==> config.mk <==
export PLATFORM = sky130hd
export DESIGN_NAME = dut_cmd_gen_flat
export DESIGN_NICKNAME = d
export VERILOG_FILES = /design/src/rtl/dut_cmd_gen_pkg.sv /design/src/rtl/dut_cmd_gen_if.sv /design/src/rtl/dut_cmd_gen_lfsr.sv /design/src/rtl/dut_cmd_gen.sv /design/src/flat_wrapper.sv
export SDC_FILE = /design/constraint.sdc
export NUM_CORES = 1
export LEC_CHECK = 0
export BUFFER_PORTS_ARGS = -buffer_cell sky130_fd_sc_hd__buf_4
export CAP_MARGIN = 0
export CELL_PAD_IN_SITES_DETAIL_PLACEMENT = 0
export CELL_PAD_IN_SITES_GLOBAL_PLACEMENT = 1
export CORE_MARGIN = 1
export CORE_UTILIZATION = 39
export CTS_CLUSTER_DIAMETER = 150
export DETAILED_ROUTE_END_ITERATION = 10
export GPL_ROUTABILITY_DRIVEN = 0
export GPL_TIMING_DRIVEN = 0
export PLACE_DENSITY_LB_ADDON = 0.1
export SLEW_MARGIN = 10
export SYNTH_ARGS = -nofsm -noshare
export SYNTH_HDL_FRONTEND = slang
export SYNTH_SLANG_ARGS = --single-unit
==> constraint.sdc <==
create_clock -name i_clk -period 2.54 [get_ports i_clk]
set_input_delay 0.508 -clock i_clk [delete_from_list [all_inputs] [get_ports i_clk]]
set_output_delay 0.508 -clock i_clk [all_outputs]
set_load 0.05 [all_outputs]
==> src/rtl/dut_cmd_gen_pkg.sv <==
// Shared types and helpers for the deterministic cmd/adr/data sweep generator.
package dut_cmd_pkg;

  typedef enum logic [1:0] {
    MODE_FIXED     = 2'd0,
    MODE_CMD_SWEEP = 2'd1,
    MODE_CROSS     = 2'd2
  } mode_e;

  typedef enum logic [1:0] {
    ST_IDLE  = 2'd0,
    ST_ISSUE = 2'd1,
    ST_GAP   = 2'd2,
    ST_DONE  = 2'd3
  } state_e;

  localparam logic [3:0] CMD_NOP = 4'd0;

  // Commands cycle through 1..15 so a sweep never emits the NOP encoding.
  function automatic logic [3:0] cmd_inc(input logic [3:0] c);
    if (c == 4'd15) begin
      return 4'd1;
    end else begin
      return c + 4'd1;
    end
  endfunction

  function automatic logic [3:0] lfsr4_next(input logic [3:0] d);
    return {d[2:0], d[3] ^ d[2]};
  endfunction

endpackage

==> src/rtl/dut_cmd_gen_if.sv <==
// Command bundle sampled by coverage collectors; the generator drives it as master.
interface dut_if #(
  parameter int CMD_W  = 4,
  parameter int ADR_W  = 4,
  parameter int DATA_W = 4
);
  logic [CMD_W-1:0]  cmd;
  logic [ADR_W-1:0]  adr;
  logic [DATA_W-1:0] data;
  logic              valid;

  modport master (output cmd, output adr, output data, output valid);
  modport slave  (input cmd, input adr, input data, input valid);
endinterface

==> src/rtl/dut_cmd_gen_lfsr.sv <==
// 4-bit write-data LFSR (x^4+x^3+1); a zero seed is forced to 1 so it never locks up.
module dut_cmd_lfsr
  import dut_cmd_pkg::*;
#(
  parameter int DATA_W = 4
) (
  input  logic              i_clk,
  input  logic              i_rst,
  input  logic              i_load,
  input  logic              i_adv,
  input  logic [DATA_W-1:0] i_seed,
  output logic [DATA_W-1:0] o_data
);

  logic [DATA_W-1:0] r_lfsr;
  logic [DATA_W-1:0] w_seed;

  assign w_seed = (i_seed == {DATA_W{1'b0}}) ? DATA_W'(1'b1) : i_seed;

  // Load wins over advance; otherwise the value holds (e.g. through gap cycles).
  always_ff @(posedge i_clk or posedge i_rst) begin
    if (i_rst) begin
      r_lfsr <= {DATA_W{1'b0}};
    end else if (i_load) begin
      r_lfsr <= w_seed;
    end else if (i_adv) begin
      r_lfsr <= lfsr4_next(r_lfsr);
    end
  end

  assign o_data = r_lfsr;

endmodule

==> src/rtl/dut_cmd_gen.sv <==
// Programmable command/address sweep generator; every output comes straight from a register.
module dut_cmd_gen
  import dut_cmd_pkg::*;
#(
  parameter int CMD_W  = 4,
  parameter int ADR_W  = 4,
  parameter int DATA_W = 4,
  parameter int CNT_W  = 8
) (
  input  logic              i_clk,
  input  logic              i_rst,
  input  logic              i_start,
  input  logic              i_abort,
  input  logic [1:0]        i_mode,
  input  logic [CMD_W-1:0]  i_cmd_sel,
  input  logic [ADR_W-1:0]  i_adr_start,
  input  logic [ADR_W-1:0]  i_adr_stride,
  input  logic [CNT_W-1:0]  i_count,
  input  logic [3:0]        i_gap,
  input  logic [DATA_W-1:0] i_data_seed,
  dut_if.master             bus,
  output logic              o_busy,
  output logic              o_done
);

  state_e            r_state, w_state_n;
  logic [1:0]        r_mode;
  logic [ADR_W-1:0]  r_adr_start, r_stride;
  logic [CNT_W-1:0]  r_count, r_i, w_i_n, w_i_inc;
  logic [3:0]        r_gap, r_gap_cnt;
  logic [CMD_W-1:0]  r_beat_cmd, w_beat_cmd_n, w_step_cmd, w_c0;
  logic [ADR_W-1:0]  r_beat_adr, w_beat_adr_n, w_step_adr;
  logic [CMD_W-1:0]  r_cmd, w_cmd_n;
  logic [ADR_W-1:0]  r_adr, w_adr_n;
  logic              r_valid, r_busy, r_done;
  logic              w_valid_n, w_busy_n, w_done_n;
  logic              w_lfsr_load, w_lfsr_adv, w_last, w_wrap16;
  logic [DATA_W-1:0] w_data;

  assign w_c0     = (i_cmd_sel == {CMD_W{1'b0}}) ? CMD_W'(1'b1) : i_cmd_sel;
  assign w_i_inc  = r_i + CNT_W'(1'b1);
  assign w_last   = (r_i == r_count - CNT_W'(1'b1));
  assign w_wrap16 = (w_i_inc[3:0] == 4'd0);

  // State register.
  always_ff @(posedge i_clk or posedge i_rst) begin
    if (i_rst) begin
      r_state <= ST_IDLE;
    end else begin
      r_state <= w_state_n;
    end
  end

  // Next-state logic; abort overrides every other transition outside IDLE.
  always_comb begin
    w_state_n = r_state;
    case (r_state)
      ST_IDLE: begin
        if (i_start) begin
          w_state_n = (i_count == {CNT_W{1'b0}}) ? ST_DONE : ST_ISSUE;
        end else begin
          w_state_n = ST_IDLE;
        end
      end
      ST_ISSUE: begin
        if (i_abort) begin
          w_state_n = ST_IDLE;
        end else if (w_last) begin
          w_state_n = ST_DONE;
        end else if (r_gap != 4'd0) begin
          w_state_n = ST_GAP;
        end else begin
          w_state_n = ST_ISSUE;
        end
      end
      ST_GAP: begin
        if (i_abort) begin
          w_state_n = ST_IDLE;
        end else if (r_gap_cnt == 4'd0) begin
          w_state_n = ST_ISSUE;
        end else begin
          w_state_n = ST_GAP;
        end
      end
      ST_DONE: w_state_n = ST_IDLE;
      default: w_state_n = ST_IDLE;
    endcase
  end

  // Values of beat i+1 derived from beat i; CROSS restarts the address every 16 beats.
  always_comb begin
    w_step_cmd = r_beat_cmd;
    w_step_adr = r_beat_adr + r_stride;
    case (r_mode)
      MODE_CMD_SWEEP: w_step_cmd = cmd_inc(r_beat_cmd);
      MODE_CROSS: begin
        if (w_wrap16) begin
          w_step_cmd = cmd_inc(r_beat_cmd);
          w_step_adr = r_adr_start;
        end else begin
          w_step_cmd = r_beat_cmd;
        end
      end
      default: w_step_cmd = r_beat_cmd;
    endcase
  end

  // Output and beat-tracking decode, evaluated against the state being entered.
  always_comb begin
    w_i_n        = r_i;
    w_beat_cmd_n = r_beat_cmd;
    w_beat_adr_n = r_beat_adr;
    w_lfsr_load  = 1'b0;
    w_lfsr_adv   = 1'b0;
    w_cmd_n      = CMD_NOP;
    w_adr_n      = r_adr;
    w_valid_n    = 1'b0;
    w_busy_n     = 1'b0;
    w_done_n     = 1'b0;
    if (r_state == ST_IDLE) begin
      if (i_start) begin
        w_i_n        = {CNT_W{1'b0}};
        w_beat_cmd_n = w_c0;
        w_beat_adr_n = i_adr_start;
        w_lfsr_load  = (i_count != {CNT_W{1'b0}});
      end else begin
        w_i_n = r_i;
      end
    end else if (w_state_n == ST_ISSUE) begin
      w_i_n        = w_i_inc;
      w_beat_cmd_n = w_step_cmd;
      w_beat_adr_n = w_step_adr;
      w_lfsr_adv   = 1'b1;
    end else begin
      w_i_n = r_i;
    end
    case (w_state_n)
      ST_ISSUE: begin
        w_cmd_n   = w_beat_cmd_n;
        w_adr_n   = w_beat_adr_n;
        w_valid_n = 1'b1;
        w_busy_n  = 1'b1;
      end
      ST_GAP:  w_busy_n = 1'b1;
      ST_DONE: begin
        w_busy_n = 1'b1;
        w_done_n = 1'b1;
      end
      default: w_busy_n = 1'b0;
    endcase
  end

  // Run configuration, captured only when a run is launched.
  always_ff @(posedge i_clk or posedge i_rst) begin
    if (i_rst) begin
      r_mode      <= 2'd0;
      r_adr_start <= {ADR_W{1'b0}};
      r_stride    <= {ADR_W{1'b0}};
      r_count     <= {CNT_W{1'b0}};
      r_gap       <= 4'd0;
    end else if ((r_state == ST_IDLE) && i_start) begin
      r_mode      <= i_mode;
      r_adr_start <= i_adr_start;
      r_stride    <= i_adr_stride;
      r_count     <= i_count;
      r_gap       <= i_gap;
    end
  end

  // Beat index, current beat values and gap countdown.
  always_ff @(posedge i_clk or posedge i_rst) begin
    if (i_rst) begin
      r_i        <= {CNT_W{1'b0}};
      r_beat_cmd <= {CMD_W{1'b0}};
      r_beat_adr <= {ADR_W{1'b0}};
      r_gap_cnt  <= 4'd0;
    end else begin
      r_i        <= w_i_n;
      r_beat_cmd <= w_beat_cmd_n;
      r_beat_adr <= w_beat_adr_n;
      if ((r_state == ST_ISSUE) && (w_state_n == ST_GAP)) begin
        r_gap_cnt <= r_gap - 4'd1;
      end else if ((r_state == ST_GAP) && (r_gap_cnt != 4'd0)) begin
        r_gap_cnt <= r_gap_cnt - 4'd1;
      end
    end
  end

  // Output registers.
  always_ff @(posedge i_clk or posedge i_rst) begin
    if (i_rst) begin
      r_cmd   <= {CMD_W{1'b0}};
      r_adr   <= {ADR_W{1'b0}};
      r_valid <= 1'b0;
      r_busy  <= 1'b0;
      r_done  <= 1'b0;
    end else begin
      r_cmd   <= w_cmd_n;
      r_adr   <= w_adr_n;
      r_valid <= w_valid_n;
      r_busy  <= w_busy_n;
      r_done  <= w_done_n;
    end
  end

  dut_cmd_lfsr #(.DATA_W(DATA_W)) u_lfsr (
    .i_clk  (i_clk),
    .i_rst  (i_rst),
    .i_load (w_lfsr_load),
    .i_adv  (w_lfsr_adv),
    .i_seed (i_data_seed),
    .o_data (w_data)
  );

  assign bus.cmd   = r_cmd;
  assign bus.adr   = r_adr;
  assign bus.data  = w_data;
  assign bus.valid = r_valid;
  assign o_busy    = r_busy;
  assign o_done    = r_done;

endmodule

==> src/flat_wrapper.sv <==
// flat-port wrapper written by rule: the top's interface ports become plain ports
module dut_cmd_gen_flat import dut_cmd_pkg::*;
#(
  parameter int CMD_W  = 4,
  parameter int ADR_W  = 4,
  parameter int DATA_W = 4,
  parameter int CNT_W  = 8
)
  (i_clk, i_rst, i_start, i_abort, i_mode, i_cmd_sel, i_adr_start, i_adr_stride, i_count, i_gap, i_data_seed, o_busy, o_done, bus_cmd, bus_adr, bus_data, bus_valid);
  dut_if #(.CMD_W(CMD_W), .ADR_W(ADR_W), .DATA_W(DATA_W)) bus_i ();
  input  logic i_clk;
  input  logic i_rst;
  input  logic i_start;
  input  logic i_abort;
  input  logic [1:0] i_mode;
  input  logic [CMD_W-1:0] i_cmd_sel;
  input  logic [ADR_W-1:0] i_adr_start;
  input  logic [ADR_W-1:0] i_adr_stride;
  input  logic [CNT_W-1:0] i_count;
  input  logic [3:0] i_gap;
  input  logic [DATA_W-1:0] i_data_seed;
  output logic o_busy;
  output logic o_done;
  output wire logic [$bits(bus_i.cmd)-1:0] bus_cmd;
  output wire logic [$bits(bus_i.adr)-1:0] bus_adr;
  output wire logic [$bits(bus_i.data)-1:0] bus_data;
  output wire logic [$bits(bus_i.valid)-1:0] bus_valid;
  assign bus_cmd = bus_i.cmd;
  assign bus_adr = bus_i.adr;
  assign bus_data = bus_i.data;
  assign bus_valid = bus_i.valid;
  dut_cmd_gen #(.CMD_W(CMD_W), .ADR_W(ADR_W), .DATA_W(DATA_W), .CNT_W(CNT_W)) u_core (.i_clk(i_clk), .i_rst(i_rst), .i_start(i_start), .i_abort(i_abort), .i_mode(i_mode), .i_cmd_sel(i_cmd_sel), .i_adr_start(i_adr_start), .i_adr_stride(i_adr_stride), .i_count(i_count), .i_gap(i_gap), .i_data_seed(i_data_seed), .bus(bus_i), .o_busy(o_busy), .o_done(o_done));
endmodule
==> flow_summary.toml, run 1 <==
[worst_setup_path]
start_kind = "flip-flop"
r2r.worst_path.cells = 11
crit_path_cell_trace = "nor4_4 > nand2_1 > o31ai_4 > nor2b_4 > or2_4 > nand4_4 > mux2i_1 > ha_2 > nand2_2 > xor2_1 > mux2i_1"
required_ns = 2.80
crit_top_cell = "mux2i_1"
critical_path_class = "flip-flop to flip-flop"
cp_num_buf_inv = 0
critical-path-top-delay-family = "simple AND/OR/NAND/NOR gates"
worstSetupPathDepth = 11
critPathSlowestCell = "dfrtp_1"
worstSetupEndpointType = "flip-flop"
r2r_setup_slack_ns = -0.06
worstPathMaxFanout = 5
cp.arrival_ns = 2.86
max_stage_delay_ns = 0.48

[routing]
drc = 0
vias_per_cell = 5.37
wire_per_inst_um = 16.0
vias = 2971
firstDrtPassIters = 6
antenna_left = 0
routed_wl_um = 8870
drt_iter0_drc = 142

[sta]
rsz0062_at_grt = "yes"
max_slew_margin = 0.487
fin_setup_tns_ns = -0.0591
finalMaxSlewViolations = 0
tightestPinTransition_ns = 0.770
finalHoldViolCount = 0
fin_ws_ns = -0.0591
whs_ns = 0.285
skew_ns = 0.00616
fin_crit_ns = 2.60
finalCritPeriodShare = 1.02
fmax_mhz = 385
finalSetupViolCount = 1

[yosys]
synth_nets = 421
async_flop_share = 1.00
synth_xor_area_frac = 0.0408
synth_top_area_share = 0.430
synthSimpleGateAreaFrac = 0.247
synth_edf_count = 0
ys_seq_elements = 59
synthCells = 377
synth_top_family_by_area = "simple AND/OR/NAND/NOR gates"
synth_fa_ha_area_frac = 0.0386
avgSynthCellArea_um2 = 9.11
synth_top_area_cell = "dfrtp_1"
yosys_warnings = 0
synth_compound_area_frac = 0.169
synth_area_um2 = 3430
yosysUniqueCellTypes = 68
synth_area_leaders = "dfrtp_1 43%, nand2_1 8.0%, ha_1 3.3%"
synth_ff_type = "dfrtp_1"
ys_seq_area_frac = 0.430
muxShareOfSynthArea = 0.0328

[placed_design]
dp_hpwl_um = 6230
io_buffer_count = 47
dp_worst_setup_slack_ns = -0.398

[clocking]
cts_tree = "done"
cts-hold-fix-buffers = 0
clk_pin_slew_ns = 0.07
cts.sinks = 59
clk_latency_ns = 0.34
cts_root_buffer = "clkbuf_8"
cts_inserted_buffers = 9
clockBufferDepth = 2
htreeDepth = 3

[power]
ir_drop_v = 0.000688
p_int_mw = 3.08
power.density_nw_per_um2 = 1350
power.share.clock = 0.136
p_switching_mw = 2.70
switching_share = 0.467
p_comb_frac = 0.561
total_power_mw = 5.78
p_leak_nw = 2.04
pwr-share-seq = 0.303

[die]
core_area_um2 = 8380
ios = 49
die_h_um = 95.8
rows = 33
die_w_um = 95.8
design.die.area_um2 = 9190
initial_core_util = 0.410

[finish]
regArea_um2 = 1480
drive_above_1_share = 0.257
diodes = 0
area_growth_pct = 24.9
nNetsFinal = 488
multi_input_area_um2 = 1920
nFillCells = 807

[grt]
track_usage = 0.213
grt_max_degree = 60
grt_antenna_before_repair = 0
grt-ovfl-total = 0
first_global_vias = 2911
grt_first_pass_wirelength_um = 14600

[min_path]
min_path_type = "input pin to asynchronous set/reset pin"

[run_status]
violations = "setup timing"
status = "finished with violations"

[flow_run]
maxCapViolCount = 0
-- cell usage after synthesis (all sizes together) (4+ instances only) --
library cell and n:
a211oi 6, a21o 6, a21oi 12, a31oi 4
and3 5, buf 6, clkbuf 12, dfrtp 59
ha 9, inv 15, mux2i 9, nand2 73
nand2b 5, nand3 13, nand4 4, nor2 25
nor2b 9, nor3 7, nor4 6, o211ai 6
o21ai 20, or2 5, or4 4, xnor2 9
xor2 7
-- worst reg2reg max path, delay by kind of cell (launching register included) --
| kind | cells | cell delay (ns) |
|---|---|---|
| AO/OA/AOI/OAI | 1 | 0.29 |
| AND/OR/NAND/NOR | 6 | 1.05 |
| XOR/XNOR | 1 | 0.15 |
| adder cells (fa/ha/maj) | 1 | 0.22 |
| multiplexers | 2 | 0.34 |
| flip-flops | 1 | 0.48 |
-- power groups by stage --
stage	clock network (mW)	logic [mW]	registers [mW]
detailed placement	0	3.05	1.74
finish	0.784	3.24	1.75
global route	0.847	3.59	1.81
global placement	0	3.02	1.74
CTS	0.817	3.23	1.73
floorplan	0	1.98	2.00
-- placed cells by master, fill, tap and decap left out, drive strengths merged, types with 5 or more instances in the layout --
| cell type | n |
|---|---|
| a211oi | 6 |
| a21o | 6 |
| a21oi | 12 |
| and3 | 5 |
| buf | 64 |
| clkbuf | 23 |
| dfrtp | 59 |
| ha | 9 |
| inv | 15 |
| mux2i | 9 |
| nand2 | 73 |
| nand2b | 5 |
| nand3 | 13 |
| nor2 | 25 |
| nor2b | 9 |
| nor3 | 7 |
| nor4 | 6 |
| o211ai | 6 |
| o21ai | 20 |
| or2 | 5 |
| xnor2 | 9 |
| xor2 | 7 |
-- per-layer routing --
| metal | vias up | wire length [um] | track usage |
|---|---|---|---|
| li1 | 1462 | - | - |
| met1 | 1424 | 4220 | 0.286 |
| met2 | 70 | 4150 | 0.338 |
| met3 | 15 | 311 | 0.0482 |
| met4 | 0 | 185 | 0.0759 |
| met5 | - | 0 | 0 |
-- layout make-up --
type                       instances  area share
sequential                        59       0.344
clock inverter                     2     0.00233
multi-input combinational        285       0.448
clock buffer                      13      0.0394
inverter                          15      0.0143
buffer                            16      0.0195
tap                              105      0.0306
timing repair buffer              58       0.101
-- cells by family (layout without fill, tap and decap cells) --
logic type | count (synthesis) | count (layout)
simple gates | 167 | 167
compound gates | 81 | 81
flops | 59 | 59
buf+inv | 33 | 104
xor+xnor | 16 | 16
mux | 11 | 11
fa+ha+maj | 10 | 10
-- worst paths after layout --
path / endpoint / start
setup / recovery: u_core.r_gap_cnt[2] / u_core.r_count[3]
hold / removal: u_core.r_count[0] / i_rst
setup reg to reg: u_core.r_gap_cnt[2] / u_core.r_count[3]
hold reg to reg: u_core.r_adr_start[0] / u_core.r_adr_start[0]
max in group asynchronous: u_core.r_beat_adr[3] / i_rst
min in group i_clk: u_core.r_stride[0] / i_adr_stride[0]
-- through the flow --
| stage | instances | utilization | instance area (um^2) |
|---|---|---|---|
| after CTS | 551 | 0.507 | 4250 |
| after global routing | 553 | 0.512 | 4290 |
| after detailed placement | 529 | 0.472 | 3960 |
| after floorplan | 377 | - | 3470 |
| final | 553 | 0.512 | 4290 |
| after global placement | 529 | 0.472 | 3960 |
-- state kept, by name, summed over array words and instances, names as in the netlist, 2 cells and up --
| name | cells |
|---|---|
| u_core.bus.adr | 4 |
| u_core.bus.cmd | 4 |
| u_core.r_adr_start | 4 |
| u_core.r_beat_adr | 4 |
| u_core.r_beat_cmd | 4 |
| u_core.r_count | 8 |
| u_core.r_gap | 4 |
| u_core.r_gap_cnt | 4 |
| u_core.r_i | 8 |
| u_core.r_mode | 2 |
| u_core.r_state | 2 |
| u_core.r_stride | 4 |
| u_core.u_lfsr.o_data | 4 |
-- repair_timing --
action | 4_1_cts | 5_1_grt
cloned | 0 | 0
pin swaps | 10 | 6
endpoints found under the hold margin | 0 | 0
setup buffers | 8 | 3
endpoints found under the setup margin | 17 | 36
resized for setup | 12 | 7
(Power assumes the default switching activity.)
==> inputs of run 2 (changes only) <==
Settings changed: PLACE_DENSITY set to 0.86, PLACE_DENSITY_LB_ADDON 0.1 to unset.
==> run 2 against run 1 <==
- routed wire length rose by 3.0%
- largest cell class unchanged
- worst hold slack improved by 0.011 ns
- the run still ends with setup timing left
- critical endpoint unchanged
- critical path type unchanged
- via count rose by 4.5%
- sequential power barely moved
- worst setup slack got worse by 0.071 ns
==> flow_summary.toml, run 2 (synthesized netlist as in run 1, its figures left out) <==
[grt]
grt-ovfl-total = 0
met2_usage = 0.334
first_global_vias = 2983
met1_usage = 0.285
use_met3 = 0.0450
grt_antenna_before_repair = 0
track_usage = 0.213
grt_max_degree = 60
grt_first_pass_wirelength_um = 14700
grt_busiest_layer = "met2"

[die]
design.die.area_um2 = 9190
rows = 33
core_area_um2 = 8380
ios = 49
die_h_um = 95.8
initial_core_util = 0.410
die_w_um = 95.8

[clocking]
cts-hold-fix-buffers = 0
clk_pin_slew_ns = 0.08
cts_root_buffer = "clkbuf_8"
cts.sinks = 59
cts_tree = "done"
clockBufferDepth = 2
clk_latency_ns = 0.36
cts_inserted_buffers = 9
htreeDepth = 3

[sta]
fin_ws_ns = -0.130
skew_ns = 0.0141
finalCritPeriodShare = 1.05
rsz0062_at_grt = "yes"
finalMaxSlewViolations = 0
tightestPinTransition_ns = 0.747
finalHoldViolCount = 0
finalSetupViolCount = 2
fmax_mhz = 374
max_slew_margin = 0.502
fin_crit_ns = 2.67

[worst_setup_path]
critical-path-top-delay-family = "simple AND/OR/NAND/NOR gates"
worstReg2RegStart = "u_core.r_count[1]"
crit_path_cell_trace = "inv_2 > ha_4 > xor2_1 > o211ai_1 > a211oi_2 > buf_4 > nand4_1 > or2_4 > nand4_4 > mux2i_1 > ha_2 > nand2_2 > xor2_1 > mux2i_1"
critPathSlowestCell = "dfrtp_1"
r2r_setup_slack_ns = -0.13
required_ns = 2.78
cp.arrival_ns = 2.91
critical_path_class = "flip-flop to flip-flop"
max_stage_delay_ns = 0.43
cp_num_buf_inv = 2
worstSetupPathDepth = 14
worstSetupEndpointType = "flip-flop"
worstPathMaxFanout = 5
start_kind = "flip-flop"
reg2reg_to = "u_core.r_gap_cnt[2]"
r2r.worst_path.cells = 14

[finish]
fin_area_um2 = 4420
diodes = 0
final_cell_mix = "72 x nand2_1, 62 x buf_4, 59 x dfrtp_1"
drive_above_1_share = 0.277
area_growth_pct = 28.7
finalCoreUtilization = 0.527
top_regs = "u_core.r_count: 8 flops, u_core.r_i: 8 flops"
nNetsFinal = 494
final_common_cell = "nand2_1"

[routing]
antenna_left = 0
drc = 0
vias_per_cell = 5.54
vias = 3105
firstDrtPassIters = 4
wire_per_inst_um = 16.3
routed_wl_um = 9130
drt_iter0_drc = 220

[run_status]
status = "finished with violations"
violations = "setup timing"

[placed_design]
io_buffer_count = 47
placed_area_um2 = 3960
dp_hpwl_um = 6150
dp_worst_setup_slack_ns = -0.422

[power]
total_power_mw = 6.23
p_leak_nw = 2.09
ir_drop_v = 0.000807
power.density_nw_per_um2 = 1410

[min_path]
min_path_type = "input pin to asynchronous set/reset pin"

[flow_run]
maxCapViolCount = 0
-- run 2: what timing repair did --
| item | 4_1_cts | 5_1_grt |
|---|---|---|
| gates resized for setup | 7 | 17 |
| gates cloned | 0 | 1 |
| setup endpoints to repair | 20 | 39 |
| pin swaps | 7 | 8 |
| setup buffers | 7 | 8 |
-- run 2: power by group --
part / internal [mW] / total [mW] / switching, mW
Clock: 0.660 / 1.09 / 0.426
Combinational: 1.39 / 3.39 / 1.99
Sequential: 1.35 / 1.76 / 0.408
-- run 2: worst max path at each step --
stage	start	endpoint	slack (ns)
3_5_place_dp	i_count[5]	u_core.r_gap_cnt[2]	-0.42
5_1_grt	u_core.r_count[1]	u_core.r_gap_cnt[2]	-0.26
2_1_floorplan	i_count[1]	u_core.r_gap_cnt[2]	-0.08
3_3_place_gp	i_count[1]	u_core.r_gap_cnt[2]	-0.36
4_1_cts	u_core.r_count[1]	u_core.r_gap_cnt[2]	-0.14
6_report	u_core.r_count[1]	u_core.r_gap_cnt[2]	-0.13
-- run 2: final cells by class --
type | instances | area (um^2)
Buffer | 17 | 91.3
Clock inverter | 7 | 124
Inverter | 15 | 63.8
Timing Repair Buffer | 63 | 483
Tap cell | 105 | 131
Clock buffer | 9 | 124
Sequential cell | 59 | 1480
Multi-Input combinational cell | 285 | 1930
Fill cell | 780 | 3960
-- run 2: routing by layer --
metal | wire length, um | up-vias
li1 | - | 1484
met1 | 4070 | 1503
met2 | 4350 | 103
met3 | 503 | 15
met4 | 209 | 0
met5 | 0 | -
-- run 2: metrics by stage --
| step | instances | TNS [ns] | hold slack [ns] |
|---|---|---|---|
| floorplan | 377 | -0.0923 | 0.440 |
| global placement | 529 | -20.82 | 0.460 |
| detailed placement | 529 | -3.95 | 0.469 |
| CTS | 551 | -0.172 | 0.318 |
| global route | 560 | -1.13 | 0.342 |
| finish | 560 | -0.143 | 0.296 |
==> inputs of run 3 (changes only) <==
Settings changed: SKIP_CTS_REPAIR_TIMING set to 1.
==> run 3 against run 2 <==
- the flow still finishes with violations (setup timing)
- die area unchanged
- worst hold slack better by 0.0022 ns
- clock power about the same
- sequential power hardly changed
- combinational power rose by 1%
- non-clock buffer count down 2
- first-iteration DRC count is 6.4% higher
- count of clock-buffer cells in the layout stayed put
- design area increased by 0.79%
- global-route usage is 0.15 points lower
- critical path type unchanged
- largest power group unchanged
- highest routed layer unchanged
==> flow_summary.toml, run 3 (synthesized netlist as in run 1, its figures left out) <==
[run_status]
status = "finished with violations"
violations = "setup timing"

[sta]
fin_crit_ns = 2.72
finalCritPeriodShare = 1.07
fin_ws_ns = -0.178
finalSetupViolCount = 2
max_slew_margin = 0.498
skew_ns = 0.0159
finalMaxSlewViolations = 0
finalHoldViolCount = 0
tightestPinTransition_ns = 0.752
fmax_mhz = 368
rsz0062_at_grt = "yes"
fin_setup_tns_ns = -0.295

[finish]
final_cell_mix = "71 x nand2_1, 58 x dfrtp_1, 56 x buf_4"
diodes = 0
nNetsFinal = 493
finalCoreUtilization = 0.532
drive_above_1_share = 0.289
area_growth_pct = 29.7
final_common_cell = "nand2_1"
top_regs = "u_core.r_count: 8 flops, u_core.r_i: 8 flops"

[power]
ir_drop_v = 0.000812
power.density_nw_per_um2 = 1410
p_leak_nw = 2.09

[worst_setup_path]
reg2reg_to = "u_core.r_gap_cnt[2]"
worstSetupEndpointType = "flip-flop"
critical_path_class = "flip-flop to flip-flop"
r2r_setup_slack_ns = -0.18
worstReg2RegStart = "u_core.r_count[1]"
r2r.worst_path.cells = 13
endpoint = "u_core.r_gap_cnt[2]"
worstPathMaxFanout = 5
required_ns = 2.82
cp.arrival_ns = 2.99
start_kind = "flip-flop"
crit_start = "u_core.r_count[1]"

[grt]
grt_first_pass_wirelength_um = 14600
first_global_vias = 2968
grt_max_degree = 60
track_usage = 0.211
grt-ovfl-total = 0
grt_antenna_before_repair = 0

[placed_design]
dp_hpwl_um = 6150
io_buffer_count = 47
dp_worst_setup_slack_ns = -0.422

[die]
die_w_um = 95.8
initial_core_util = 0.410
design.die.area_um2 = 9190
ios = 49
die_h_um = 95.8
rows = 33
core_area_um2 = 8380

[routing]
antenna_left = 0
wire_per_inst_um = 16.3
vias = 3135
firstDrtPassIters = 4
vias_per_cell = 5.61
routed_wl_um = 9110
drc = 0
drt_iter0_drc = 234

[clocking]
cts_tree = "done"
htreeDepth = 3
clockBufferDepth = 2
clk_pin_slew_ns = 0.08
clk_latency_ns = 0.36
cts.sinks = 59
cts_inserted_buffers = 9
cts_root_buffer = "clkbuf_8"

[min_path]
min_path_type = "input pin to asynchronous set/reset pin"

[flow_run]
maxCapViolCount = 0
[run 3: changes by cell type in the layout (fill, tap and decap cells not counted), sizes merged]
cell	delta
clkinv	-1
buf	-4
inv	+1
clkbuf	+2
clkinvlp	+1
[run 3: where the power goes]
group / switching (mW) / total, mW / internal [mW]
clock network: 0.426 / 1.09 / 0.660
registers: 0.417 / 1.77 / 1.35
logic: 2.03 / 3.44 / 1.41
total: 2.87 / 6.29 / 3.42
[run 3: area by class of cell]
class	instances	area, um^2
inverters	15	61.3
flip-flops and latches	59	1480
repair inverters	1	7.51
clock inverters	7	124
repair buffers	60	473
multi-input cells	285	1950
plain buffers	18	110
fillers	775	3930
well taps	105	131
clock buffers	9	124
[run 3: through the flow]
step / total power [mW] / instance area, um^2 / hold slack, ns / std cells
floorplan: 3.98 / 3470 / 0.440 / 377
global placement: 4.71 / 3960 / 0.460 / 529
detailed placement: 4.79 / 3960 / 0.469 / 529
CTS: 5.90 / 4210 / 0.318 / 545
global route: 6.72 / 4460 / 0.342 / 559
finish: 6.29 / 4460 / 0.298 / 559
[run 3: worst min path at each step]
stage / start / to / slack (ns)
6_report: i_rst / u_core.bus.cmd[1] / 0.30
5_1_grt: i_adr_stride[3] / u_core.r_stride[3] / 0.34
4_1_cts: i_rst / u_core.bus.adr[3] / 0.32
3_5_place_dp: u_core.r_adr_start[0] / u_core.r_adr_start[0] / 0.47
3_3_place_gp: u_core.r_adr_start[3] / u_core.r_adr_start[3] / 0.46
2_1_floorplan: u_core.r_adr_start[1] / u_core.r_adr_start[1] / 0.44
[run 3: metal layers]
layer	vias up	GRT usage	wire length, um
met4	0	0.0883	265
met5	-	0	0
met2	108	0.329	4240
met3	21	0.0442	545
met1	1522	0.285	4070
li1	1484	-	-
[run 3: critical path: stages (launching register included)]
cell	delay, ns
dfrtp_1	0.43
inv_2	0.07
ha_4	0.26
xor2_1	0.14
o211ai_1	0.12
a211oi_2	0.29
nand4_1	0.13
or2_4	0.29
nand4_4	0.13
mux2i_1	0.23
ha_2	0.24
nand2_2	0.05
xor2_1	0.14
mux2i_1	0.12
